`src/rtl/inst_package.sv`:
```
// Shared instruction constants for the fetch slice: the Nop encoding and a
// helper that builds an all-Nop bundle of up to MAX_ISSUE_W lanes.
package inst_package;

  localparam logic [5:0]  Nop         = 6'h2a;
  localparam logic [31:0] NOP_INST    = {Nop, 26'b0};
  localparam int          MAX_ISSUE_W = 8;

  function automatic logic [MAX_ISSUE_W*32-1:0] nop_bundle(input int issue_w);
    logic [MAX_ISSUE_W*32-1:0] r;
    r = '0;
    for (int i = 0; i < MAX_ISSUE_W; i++) begin
      if (i < issue_w) r[i*32 +: 32] = NOP_INST;
    end
    return r;
  endfunction

endpackage

```
`src/rtl/fetch_queue.sv`:
```
// Synchronous FIFO decoupling returned bundles from decode; extra pointer bit
// distinguishes full from empty.
module fetch_queue #(
  parameter int DEPTH = 4,
  parameter int WIDTH = 8
) (
  input  logic                     clk,
  input  logic                     rst,
  input  logic                     flush,
  input  logic                     push,
  input  logic [WIDTH-1:0]         push_data,
  input  logic                     pop,
  output logic [WIDTH-1:0]         head,
  output logic [$clog2(DEPTH):0]   count,
  output logic                     empty
);

  localparam int AW = $clog2(DEPTH);

  logic [WIDTH-1:0] mem [DEPTH];
  logic [AW:0]      wr_ptr;
  logic [AW:0]      rd_ptr;
  logic             full;
  logic             do_push;
  logic             do_pop;

  assign empty   = (wr_ptr == rd_ptr);
  assign full    = (wr_ptr[AW] != rd_ptr[AW]) && (wr_ptr[AW-1:0] == rd_ptr[AW-1:0]);
  assign do_push = push & ~full;
  assign do_pop  = pop & ~empty;
  assign count   = wr_ptr - rd_ptr;
  assign head    = mem[rd_ptr[AW-1:0]];

  always_ff @(posedge clk) begin
    if (rst || flush) begin
      wr_ptr <= '0;
      rd_ptr <= '0;
    end else begin
      if (do_push) wr_ptr <= wr_ptr + 1'b1;
      if (do_pop)  rd_ptr <= rd_ptr + 1'b1;
    end
  end

  // Storage needs no reset; stale entries are unreachable once pointers clear.
  always_ff @(posedge clk) begin
    if (do_push) mem[wr_ptr[AW-1:0]] <= push_data;
  end

endmodule

```
`src/rtl/fetch_buffered.sv`:
```
// Fetch stage: credit-limited requests to a fixed-latency memory, a request
// pipeline tracking in-flight indices, and a bundle queue in front of decode.
module fetch_buffered
  import inst_package::*;
#(
  parameter int ISSUE_W = 2,
  parameter int INST_W  = 32,
  parameter int ADDR_W  = 32,
  parameter int MEM_LAT = 1,
  parameter int QDEPTH  = 4
) (
  input  logic                        clk,
  input  logic                        rst,
  output logic [ADDR_W-1:0]           imem_addr,
  output logic                        imem_en,
  input  logic [ISSUE_W*INST_W-1:0]   imem_rdata,
  input  logic                        redirect_valid,
  input  logic [ADDR_W-1:0]           redirect_pc,
  output logic                        out_valid,
  input  logic                        out_ready,
  output logic [ADDR_W-1:0]           out_pc,
  output logic [ISSUE_W*INST_W-1:0]   out_inst
);

  localparam int BW = ISSUE_W * INST_W;
  localparam int CW = $clog2(QDEPTH) + 1;
  localparam logic [BW-1:0] NOP_BUNDLE = BW'(nop_bundle(ISSUE_W));

  logic [ADDR_W-1:0]    pc;
  logic [MEM_LAT-1:0]   stage_valid;
  logic [ADDR_W-1:0]    stage_pc [MEM_LAT];
  logic [31:0]          inflight;
  logic                 credit_ok;
  logic                 redir;
  logic                 q_push;
  logic                 q_pop;
  logic                 q_empty;
  logic [CW-1:0]        q_count;
  logic [ADDR_W+BW-1:0] q_head;

  always_comb begin
    inflight = '0;
    for (int k = 0; k < MEM_LAT; k++) inflight = inflight + 32'(stage_valid[k]);
  end

  // Credit ignores a same-cycle pop, so the queue can never be overrun.
  assign credit_ok = (32'(q_count) + inflight) < 32'(QDEPTH);
  assign redir     = redirect_valid & ~rst;
  assign imem_en   = ~rst & (redirect_valid | credit_ok);
  assign imem_addr = redir ? redirect_pc : pc;

  assign q_push    = stage_valid[MEM_LAT-1] & ~redir;
  assign out_valid = ~rst & ~q_empty;
  assign q_pop     = out_valid & out_ready;
  assign out_pc    = out_valid ? q_head[BW +: ADDR_W] : '0;
  assign out_inst  = out_valid ? q_head[BW-1:0] : NOP_BUNDLE;

  always_ff @(posedge clk) begin
    if (rst) begin
      pc          <= '0;
      stage_valid <= '0;
      for (int k = 0; k < MEM_LAT; k++) stage_pc[k] <= '0;
    end else begin
      if (imem_en) pc <= imem_addr + ADDR_W'(1);
      stage_valid[0] <= imem_en;
      stage_pc[0]    <= imem_addr;
      // A redirect drops every older request still travelling to memory.
      for (int k = 1; k < MEM_LAT; k++) begin
        stage_valid[k] <= redir ? 1'b0 : stage_valid[k-1];
        stage_pc[k]    <= stage_pc[k-1];
      end
    end
  end

  fetch_queue #(
    .DEPTH (QDEPTH),
    .WIDTH (ADDR_W + BW)
  ) u_queue (
    .clk       (clk),
    .rst       (rst),
    .flush     (redir),
    .push      (q_push),
    .push_data ({stage_pc[MEM_LAT-1], imem_rdata}),
    .pop       (q_pop),
    .head      (q_head),
    .count     (q_count),
    .empty     (q_empty)
  );

endmodule

```
`config.mk`:
```
export PLATFORM = sky130hd
export DESIGN_NAME = fetch_buffered
export DESIGN_NICKNAME = d
export VERILOG_FILES = /design/src/rtl/inst_package.sv /design/src/rtl/fetch_queue.sv /design/src/rtl/fetch_buffered.sv
export SDC_FILE = /design/constraint.sdc
export NUM_CORES = 1
export LEC_CHECK = 0
export BUFFER_PORTS_ARGS = -buffer_cell sky130_fd_sc_hd__buf_4
export CAP_MARGIN = 20
export CORE_MARGIN = 2
export CORE_UTILIZATION = 45
export CTS_CLUSTER_SIZE = 12
export DETAILED_ROUTE_END_ITERATION = 8
export RECOVER_POWER = 50
export SYNTH_ARGS = -nofsm -noshare
export SYNTH_HDL_FRONTEND = slang
export SYNTH_HIERARCHICAL = 1
export SYNTH_SLANG_ARGS = --single-unit
```
`constraint.sdc`:
```
create_clock -name clk -period 6.75 [get_ports clk]
set_input_delay 1.35 -clock clk [delete_from_list [all_inputs] [get_ports clk]]
set_output_delay 1.35 -clock clk [all_outputs]
set_load 0.005 [all_outputs]
```
==> reports/results.tsv <==
metric	value	unit
Final period util	0.863	
synthesized area per cell	16.6	µm²
Yosys reg bits	457	
yosys warns	6	
n_diodes	0	
Initial DRC Count	848	
ys async rst share	0	
placed cell count	1853	
placement-stage cell area	0.0210	mm²
Worst EP arrival	4480	ps
Via density	5.43	
vias in the first global route	10800	
share of Yosys cell area claimed by the top area cell type	0.615	
Detail Route Antenna Nets	0	
FMAX	172	MHz
Worst Setup End Kind	output port	
Post-Syn Area	0.0188	mm²
P_leak	0.00789	µW
IO Count	230	
Detailed Route WL	43100	µm
post-CTS setup buffers	0	
Die ar.	0.0433	mm²
total gr overflow	0	
Layout Cells excl Fill	1942	
# rows	74	
clock root buffer	clkbuf_16	
Clock Skew	15.2	ps
Critical Path Fanout Max	39	
number of buffers created by CTS	48	
HPWL after DPL	26500	µm
synth-to-layout area growth	18.6	%
# nets final	1480	
GP Congestion	0.846	
worst r2r src	u_queue/wr_ptr[0]	
Clock Latency Late Sink	570	ps
CP required	5400	ps
Post-CTS Resized	0	
Post-Place Setup Slack	1490	ps
min Tclk post-route	5830	ps
setup ws final	922	ps
initial antenna violation count	1	
Initial Utilization	0.457	
Worst Tran Pin Value	3460	ps
final setup vio count	0	
Post-synth EDFFs	384	
post-synth net total	1240	
clock buffer depth	3	
Crit Path Class	input port to output port	
R2R setup slack	1980	ps
Max Slew Vio Count	123	
WHS Endpoint	pc[29]	
Worst Hold Class	register to register	
Design Area, Final	0.0223	mm²
HP Start	pc[29]	
Final Hold Vio Count	0	
Reg clk slew, reported paths	60	ps
first-pass GRT wire length	66100	µm
Worst setup SP type	input port	
RSZ-0062 raised after global routing	false	
Peak VDD IR	0.167	mV
CTS tree	done	
CTS Hold Bufs	0	
largest net degree at the start of global routing	64	
vias	10600	
outcome	finished with violations	
hold path cells	2	
wire per inst	22.2	µm
violated checks	max-capacitance violations, max-slew violations	
number of levels in the clock H-tree	2	
Clock Sinks	457	
DRT Pass-1 Iters	7	
Distinct cells, synth	58	
capturing point of the worst reg2reg path	u_queue/mem[0][18]	
Seq/Total Area, Yosys	0.693	
layout cell share with drive strength beyond 1	0.258	
FF-to-FF path depth	6	
core box area	0.0410	mm²
die height	208	µm
Port Buffers	229	
post-synthesis instance total	1131	
MaxCap Viol Count	3	
Max-slew headroom	-1.31	
ys flop type	edfxtp_1	
Die X	208	µm
Total Routing Usage GR	0.200	
PwrDens	274	mW/mm²
setup TNS after final layout	0	ps
top cells by area, synth	edfxtp_1 61%, mux4_2 12%, dfxtp_1 7.8%	
cell taking the most area after synthesis	edfxtp_1	
Residual DRC	0	
-- metrics by stage --
stage / total power (µW) / hold slack, ps / util
floorplan: 3470 / 436 / -
global placement: 3680 / 445 / 0.512
detailed placement: 3690 / 458 / 0.512
CTS: 6190 / 467 / 0.549
global route: 6330 / 496 / 0.543
finish: 6100 / 467 / 0.543
-- worst max-delay path, cell delays in order --
cell and delay, ps:
buf_4 400, nand2b_4 430, inv_1 1360, mux2i_1 610, inv_1 100, buf_4 160
-- sequential cells by signal (all words and copies together) (netlist names), named ones only --
register        count
stage_pc           32
u_queue/rd_ptr      3
stage_valid         1
pc                 32
u_queue/wr_ptr      3
u_queue/mem       384
-- placed cells by master, fill, tap and decap left out, drive strengths merged, types with 4 or more instances in the layout --
cell type and n:
edfxtp 384, buf 180, clkbuf 141, and2 103, nand2 102, mux4 96
dfxtp 73, nor2 50, mux2i 50, inv 34, xnor2 23, nand3 19
o21ai 15, xor2 14, a21oi 13, a211oi 12, and3 11, clkinv 11
nand4 10, or3 8, ha 8, nor3 8, o211ai 7, a31oi 5
nor4 5, mux2 4
-- cells by family after synthesis --
logic type | share of synthesized area
xor+xnor | 0.0173
fa+ha+maj | 0.00640
simple gates | 0.0918
compound gates | 0.0229
flops | 0.693
buf+inv | 0.0235
mux | 0.146
-- power by group --
group	switching, µW	leakage [µW]	internal [µW]
clock	1040	0.000718	1450
combinational	222	0.00305	177
sequential	43.1	0.00411	3160
total	1310	0.00789	4790
-- cells in the mapped netlist, types with 3 or more instances --
cell and count:
xnor2_1 23, inv_1 32, nor2_1 50, nand2_1 102, and3_1 11, nor3_1 5, a31oi_1 5, dfxtp_1 73
a21oi_1 13, nand3_1 17, a211oi_1 12, o21ai_0 12, nor2b_1 3, buf_1 4, mux4_2 96, buf_8 4
o211ai_2 3, and2_1 103, nand4_1 10, mux2i_2 3, ha_1 8, buf_2 15, mux2i_1 46, o211ai_1 4
buf_6 3, mux2_2 4, clkbuf_1 28, xor2_1 14, edfxtp_1 384, or3_1 8
-- final cells by class --
cell class                 count  area (µm²)
sequential                   457       13000
fill                        3409       18800
clock buffer                  75        1390
timing repair buffer         246        1640
tap                          532         666
clock inverter                14         104
inverter                      33         124
multi-input combinational    585        5340
-- per-layer routing --
| metal | track usage | part of all wire | vias up | wire length (µm) |
|---|---|---|---|---|
| met3 | 0.0412 | 0.059 | 62 | 2550 |
| li1 | - | - | 4783 | - |
| met5 | 0 | 0.00030 | - | 13 |
| met2 | 0.322 | 0.48 | 318 | 20700 |
| met1 | 0.280 | 0.44 | 5385 | 19000 |
| met4 | 0.0551 | 0.018 | 2 | 793 |
-- worst max path at each step --
stage                   start                  to  slack, ps  depth (start not counted)
6_report       redirect_valid       imem_addr[14]        920                          6
5_1_grt        redirect_valid  u_queue/mem[0][76]        710                          6
4_1_cts        redirect_valid       imem_addr[14]       1490                          6
3_5_place_dp   redirect_valid       imem_addr[14]       1490                          6
3_3_place_gp   redirect_valid       imem_addr[14]       1530                          6
2_1_floorplan  redirect_valid   u_queue/mem[0][0]       1420                          8
Note: power is estimated with default switching activity, not from simulation.
